--- src/rtl/ramfetch_pkg.sv ---
// rtl/ramfetch_pkg.sv - shared states, size codes and size decode for ramfetch
package ramfetch_pkg;

  typedef enum logic [1:0] {
    IDLE  = 2'd0,
    ISSUE = 2'd1,
    DRAIN = 2'd2,
    DONE  = 2'd3
  } state_t;

  localparam logic [1:0] SZ_B = 2'b00;
  localparam logic [1:0] SZ_H = 2'b01;
  localparam logic [1:0] SZ_W = 2'b10;
  localparam logic [1:0] SZ_D = 2'b11;

  function automatic logic [3:0] sz_bytes(input logic [1:0] sz);
    case (sz)
      SZ_B:    return 4'd1;
      SZ_H:    return 4'd2;
      SZ_W:    return 4'd4;
      default: return 4'd8;
    endcase
  endfunction

endpackage

--- src/rtl/ramfetch_lane.sv ---
// rtl/ramfetch_lane.sv - 64-bit byte-lane assembly register; RAMFETCH_SIGN_EXT_EN adds sign fill
module ramfetch_lane
  import ramfetch_pkg::*;
(
  input  logic        clk,
  input  logic        rst_n,
  input  logic        clr,
  input  logic        we,
  input  logic [2:0]  sel,
  input  logic [7:0]  din,
`ifdef RAMFETCH_SIGN_EXT_EN
  input  logic        ext,
`endif
  output logic [63:0] q
);

  logic [63:0] nxt;

  always_comb begin
    nxt = q;
    if (we) begin
      nxt[{sel, 3'b000} +: 8] = din;
`ifdef RAMFETCH_SIGN_EXT_EN
      // ext accompanies the last byte, so its msb is the sign for every lane above it
      for (int i = 1; i < 8; i++) begin
        if (ext && (i > int'(sel))) nxt[i*8 +: 8] = {8{din[7]}};
      end
`endif
    end
  end

  always_ff @(posedge clk) begin
    if (!rst_n)   q <= '0;
    else if (clr) q <= '0;
    else          q <= nxt;
  end

endmodule

--- src/rtl/ramfetch.sv ---
// rtl/ramfetch.sv - byte-serial RAM read sequencer assembling a little-endian 64-bit word
// Optional sign extension of narrow loads under RAMFETCH_SIGN_EXT_EN.
module ramfetch
  import ramfetch_pkg::*;
#(
  parameter int RD_LAT = 1,
  parameter int AW     = 16
) (
  input  logic          clk,
  input  logic          rst_n,
  input  logic          start,
  input  logic [1:0]    sz,
  input  logic [AW-1:0] add,
`ifdef RAMFETCH_SIGN_EXT_EN
  input  logic          sx,
`endif
  input  logic [7:0]    rdata,
  output logic          re,
  output logic [AW-1:0] adq,
  output logic          kp,
  output logic [63:0]   q,
  output logic          valid
);

  state_t            state;
  logic [3:0]        n;
  logic [3:0]        ic;
  logic [3:0]        cc;
  logic [RD_LAT-1:0] pipe;
  logic              cap;
  logic              last;

  assign cap  = pipe[RD_LAT-1] && ((state == ISSUE) || (state == DRAIN));
  assign last = cap && (cc == n - 4'd1);

`ifdef RAMFETCH_SIGN_EXT_EN
  logic sx_r;

  always_ff @(posedge clk) begin
    if (!rst_n)                          sx_r <= 1'b0;
    else if ((state == IDLE) && start)   sx_r <= sx;
  end
`endif

  ramfetch_lane u_lane (
    .clk   (clk),
    .rst_n (rst_n),
    .clr   ((state == IDLE) && start),
    .we    (cap),
    .sel   (cc[2:0]),
    .din   (rdata),
`ifdef RAMFETCH_SIGN_EXT_EN
    .ext   (sx_r && last),
`endif
    .q     (q)
  );

  always_ff @(posedge clk) begin
    if (!rst_n) begin
      state <= IDLE;
      re    <= 1'b0;
      adq   <= '0;
      kp    <= 1'b0;
      valid <= 1'b0;
      n     <= '0;
      ic    <= '0;
      cc    <= '0;
      pipe  <= '0;
    end else begin
      // re is the issue flag entering the in-flight tracker
      pipe  <= (pipe << 1) | RD_LAT'(re);
      valid <= 1'b0;
      case (state)
        IDLE: begin
          if (start) begin
            n     <= sz_bytes(sz);
            ic    <= '0;
            cc    <= '0;
            kp    <= 1'b1;
            re    <= 1'b1;
            adq   <= add;
            state <= ISSUE;
          end
        end
        ISSUE: begin
          if (ic == n - 4'd1) begin
            re    <= 1'b0;
            state <= DRAIN;
          end else begin
            ic  <= ic + 4'd1;
            adq <= adq + AW'(1);
          end
        end
        DRAIN: ;
        DONE:  state <= IDLE;
        default: state <= IDLE;
      endcase
      if (cap) cc <= cc + 4'd1;
      if (last) begin
        state <= DONE;
        valid <= 1'b1;
        kp    <= 1'b0;
      end
    end
  end

endmodule

--- config.mk ---
export PLATFORM = sky130hd
export DESIGN_NAME = ramfetch
export DESIGN_NICKNAME = d
export VERILOG_FILES = /design/src/rtl/ramfetch_pkg.sv /design/src/rtl/ramfetch_lane.sv /design/src/rtl/ramfetch.sv
export SDC_FILE = /design/constraint.sdc
export NUM_CORES = 1
export LEC_CHECK = 0
export CELL_PAD_IN_SITES_DETAIL_PLACEMENT = 0
export CELL_PAD_IN_SITES_GLOBAL_PLACEMENT = 1
export CORE_ASPECT_RATIO = 1.25
export CORE_MARGIN = 2
export CORE_UTILIZATION = 36
export DETAILED_ROUTE_END_ITERATION = 10
export PLACE_DENSITY = 0.84
export RECOVER_POWER = 100
export SLEW_MARGIN = 20
export SYNTH_ARGS = -nofsm -noshare
export SYNTH_HDL_FRONTEND = slang
export SYNTH_SLANG_ARGS = --single-unit
export TNS_END_PERCENT = 1
--- constraint.sdc ---
create_clock -name clk -period 2.71 [get_ports clk]
set_input_delay 0.271 -clock clk [delete_from_list [all_inputs] [get_ports clk]]
set_output_delay 0.271 -clock clk [all_outputs]
set_load 0.01 [all_outputs]
Yosys cells after proc, flatten, opt, wreduce, memory -nomap -nowiden --
Cells that the tools add are included.
Word-level totals: bits in registers 98, bits of input ports 29, output and inout bits 83, word-level logic and storage cells 65
Cells by class: add/subtract/negate cells 5, eq/ne operators 12, shift operators 2, muxes and demuxes 18, bitwise logic cells 1, reduce and logical (&&, ||, !) cells 17
Operator list (number):
- $bwmux 64 | 1
- $shift 8x8->64 const A | 1
- $shiftx 8x8->64 | 1
- $mux 16 | 2
- $pmux 16 s2 | 1
- $add 16x1->16 const B | 1
- $mux 4 | 4
- $pmux 4 s3 | 1
- $reduce_and 3->1 | 3
- $add 4x1->4 const B | 2
- $eq 4x4->1 | 2
- $neg 6->8 | 1
- $pmux 4 s2 | 1
- $eq 2x2->1 const B | 3
- $mux 2 | 3
- $pmux 2 s3 | 1
- $reduce_bool 2->1 | 3
- $eq 2x1->1 const B | 2
- $logic_not 2->1 | 2
- $ne 2x2->1 const B | 2
- $reduce_and 2->1 | 2
- $reduce_bool 4->1 | 1
- $reduce_or 2->1 | 2
- $sub 4x1->4 const B | 1
- other kinds (8) | 12

Depth between registers and ports, before layout --
depth after elaboration 6, gate-level depth with buffers 10, mapped depth without buffers 7

Modules after synthesis --
From an unflattened synthesis, not the netlist that was laid out.
Second synthesis, totals: cells, all modules 516, area, all modules 4573.1 µm²
Modules (own cells, without submodules):
- ramfetch_lane | times used 1, cells each 265, area each 2596.2 µm², seq. area each 1281.2 µm²
- ramfetch | times used 1, cells each 251, area each 1976.9 µm², seq. area each 680.7 µm²

Worst setup path after synthesis --
Ideal clock, no wire load.
path kind reg-to-reg, start register state[0], end register u_lane.q[48], setup time 128 ps, arrival time 2003 ps, required time 2582 ps, setup slack 579 ps, stages on the path, launching flop included 10, buffers on the path 2, clock period less this slack 2131 ps, cells stage by stage dfxtp_1 > inv_1 > ha_1 > nand2_2 > buf_6 > or4_4 > buf_6 > nor2_8 > mux2i_1 > nor2_1
Between the ends: cells in the longest elaborated chain, start to end 3, elaborated cells between the ends (all ways) 7, those cells by class eq/ne: 2; reduce/logical: 5
RTL lines:
- start, declared | RTL line ramfetch.sv:25 | state_t state;
- start signal, assigned | RTL line ramfetch.sv:60 | state <= IDLE;
- start signal, assigned | RTL line ramfetch.sv:82 | state <= ISSUE;
- start signal, assigned | RTL line ramfetch.sv:88 | state <= DRAIN;
- $eq 2x1->1, or another cell as far along | RTL line ramfetch.sv:33 | assign cap = pipe[RD_LAT-1] && ((state == ISSUE) || (state == DRAIN));
- $logic_or 1x1->1 / $logic_and 1x1->1 (equally long branches) | RTL line ramfetch.sv:33, ramfetch.sv:48
- $logic_and 1x1->1 / $reduce_or 2->1 (equally long branches)
- end signal, assigned | RTL line ramfetch_lane.sv:35 | else q <= nxt;
- end, declared | RTL line ramfetch_lane.sv:14 | output logic [63:0] q
Parallel ways exist; a longest one is shown, timed or not. A chain may end at the register's enable or synchronous reset.

Worst setup path in the final report --
start register state[0], end register u_lane.q[37]
Same word-level chain as after synthesis.

==> reports/metrics.csv <==
metric,value,unit
Setup TNS,0,ns
Hold Buf Count CTS,0,
leading register cell type out of synthesis,dfxtp_1,
Clock Latency Late Sink,0.34,ns
WHS,0.455,ns
Placement Setup Slack,0.318,ns
CP Cell Sequence,inv_1 -> ha_1 -> nand2_1 -> or4_4 -> nor2_4 -> mux2i_1 -> nor2_1,
IO buf count,111,
mapped cell area,4440,um^2
Peak VDD IR,0.000305,V
core area,12100,um^2
TritonCTS clock tree,done,
# resized after CTS,0,
final core utilization,49.2,%
"Slew Viols, Final",0,
Max-Cap Viols,0,
WP data arrival,2.65,ns
Initial Util,36.7,%
Reg-to-Reg End,u_lane.q[37],
Post CTS Setup Buffer Count,0,
Routability Congestion,0.837,
endpoints failing hold,0,
Pwr Total,3.55,mW
leakage,2.30,nW
status,finished clean,
syn nets,537,
global-route wire length before repair,18.5,mm
critical setup path kind,register to register,
R2R Setup Slk,0.29,ns
Hold Path Class,register to register,
crit path launch type,register,
RR Startpoint,state[0],
Gate Count Post-Synth,499,
Die W,103,um
DP Wirelength,8.26,mm
vias in the first global route,3712,
mean post-synth cell area,8.89,um^2
hold path cells,2,
root buf cell,clkbuf_16,
"Cell Area, Placed",5690,um^2
number of synthesized flops with an enable pin,0,
WL per Instance,15.0,um
GRT Total Usage,17.7,%
cell area power density,596,nW/um^2
CTS Buf Count,9,
DR vias/cell,5.03,
Synthesis Warnings,0,
DR vias,3846,
WL final,11.5,mm
CP peak stage delay,0.60,ns
cell family with most CP delay,simple AND/OR/NAND/NOR gates,
die area,13200,um^2
pin count of the biggest net entering global routing,65,
Worst setup EP type,register,
Finished Cell Area,5960,um^2
library cells used by synthesis,50,
setup ws final,0.287,ns
RSZ-0062 raised after global routing,no,
hold endpoint,u_lane.q[15],
"Buf+Inv Stages, Crit Path",1,
worst-path maximum fanout,11,
Worst-Margin Slew,0.984,ns
Finished Layout Cells,764,
Rel. slew slack,34.4,%
# H-tree levels,3,
Synth async-reset ratio,0,%
share of cells above drive strength 1,7.33,%
Post-Route Skew,0.00735,ns
register bit total from synthesis,98,
Max Clk Rate,0.413,GHz
Worst EP required,2.94,ns
# setup viols final,0,
global route total overflow,0,
num rows,45,
number of remaining DRC errors,0,
clock slew at reported path FFs,0.07,ns
I/O pins,112,
Detail Route Antenna Nets,0,
initial antenna violation count,0,
"Seq/Total Area, Yosys",44.2,%
clk sinks,98,
"Slowest-stage cell, CP",or4_4,
Die Y-Extent,128,um
Starting DRT DRC Count,128,
placed cell count,749,
Initial DRT Pass Iterations,4,
Layout area overhead,34.2,%
diode count,0,
nets,634,
fin crit share,89.4,%
clock tree buffer depth,2,
R2R cell count,7,
hold path start,u_lane.q[15],
min cycle time layout,2.42,ns
-- cell usage in the layout (no fill, tap or decap), drive strengths merged, types with 9 or more instances in the layout --
cell / n
nand3: 18
dlygate4sd3: 84
nand4: 9
o21ai: 9
clkdlybuf4s50: 27
dfxtp: 98
inv: 12
nand2: 51
mux2i: 49
ha: 9
nor2: 74
clkbuf: 13
a21oi: 45
-- layout make-up --
| class | instances | area (um^2) |
|---|---|---|
| clock buffers | 10 | 239 |
| clock inverters | 5 | 63.8 |
| fillers | 1139 | 6150 |
| inverters | 12 | 45.0 |
| multi-input cells | 354 | 2240 |
| flip-flops and latches | 98 | 1960 |
| well taps | 164 | 205 |
| repair buffers | 121 | 1200 |
-- metal layers --
layer,track usage [%],wire length [um],vias up
li1,-,-,1934
met1,21.0,4870,1787
met2,31.3,5750,114
met3,4.58,722,11
met4,4.49,130,0
met5,0,0,-
-- synthesized netlist by cell type (4+ instances only) --
library cell	count	area share, %
dfxtp_1	98	44
nor2_1	70	5.9
nand2_1	50	4.2
mux2i_1	49	11
a21oi_1	45	5.1
clkbuf_1	25	2.1
nand3_1	18	2.0
inv_1	10	0.85
ha_1	9	2.5
nand4_1	9	1.3
o21ai_0	8	0.90
o221a_2	8	2.0
and2b_1	7	1.2
nor3_1	7	0.79
o22ai_1	6	0.85
xnor2_1	6	1.2
buf_2	5	0.56
nor2b_1	5	0.70
nor4_1	4	0.56
o32ai_1	4	0.79
xor2_1	4	0.79
-- logic make-up after synthesis --
group                      Yosys count  synth area share (%)
xor gates and xnor gates            11                  2.48
buffers and inverters               47                  4.79
adders and majority gates            9                  2.54
AOI/OAI and AO/OA                   85                  12.1
muxes                               51                  11.6
DFF                                 98                  44.2
and+or+nand+nor                    198                  22.3
-- power breakdown --
| part | internal (mW) | total, mW | switching [mW] | leakage, nW |
|---|---|---|---|---|
| registers | 1.51 | 1.59 | 0.0858 | 0.793 |
| logic | 0.295 | 0.661 | 0.366 | 1.37 |
| clock network | 0.742 | 1.30 | 0.558 | 0.145 |
| total | 2.54 | 3.55 | 1.01 | 2.30 |
-- state kept, by name, summed over array words and instances (netlist names), 2 cells and up --
register	count
u_lane.q	64
adq	16
cc	4
ic	4
n	4
state	2
-- worst max-delay path by stage --
stage	to	cells after the start	start	slack (ns)
after floorplan	u_lane.q[48]	9	state[0]	0.58
after global placement	u_lane.q[2]	7	cc[1]	0.43
after detailed placement	u_lane.q[4]	7	cc[1]	0.32
after CTS	u_lane.q[4]	7	cc[1]	0.30
after global routing	u_lane.q[11]	8	state[0]	0.08
final	u_lane.q[37]	7	state[0]	0.29
-- worst register-to-register path, cell delays in order (launching register included) --
cell     delay [ns]
dfxtp_1        0.40
inv_1          0.06
ha_1           0.36
nand2_1        0.22
or4_4          0.60
nor2_4         0.32
mux2i_1        0.26
nor2_1         0.07
(Power assumes the default switching activity.)
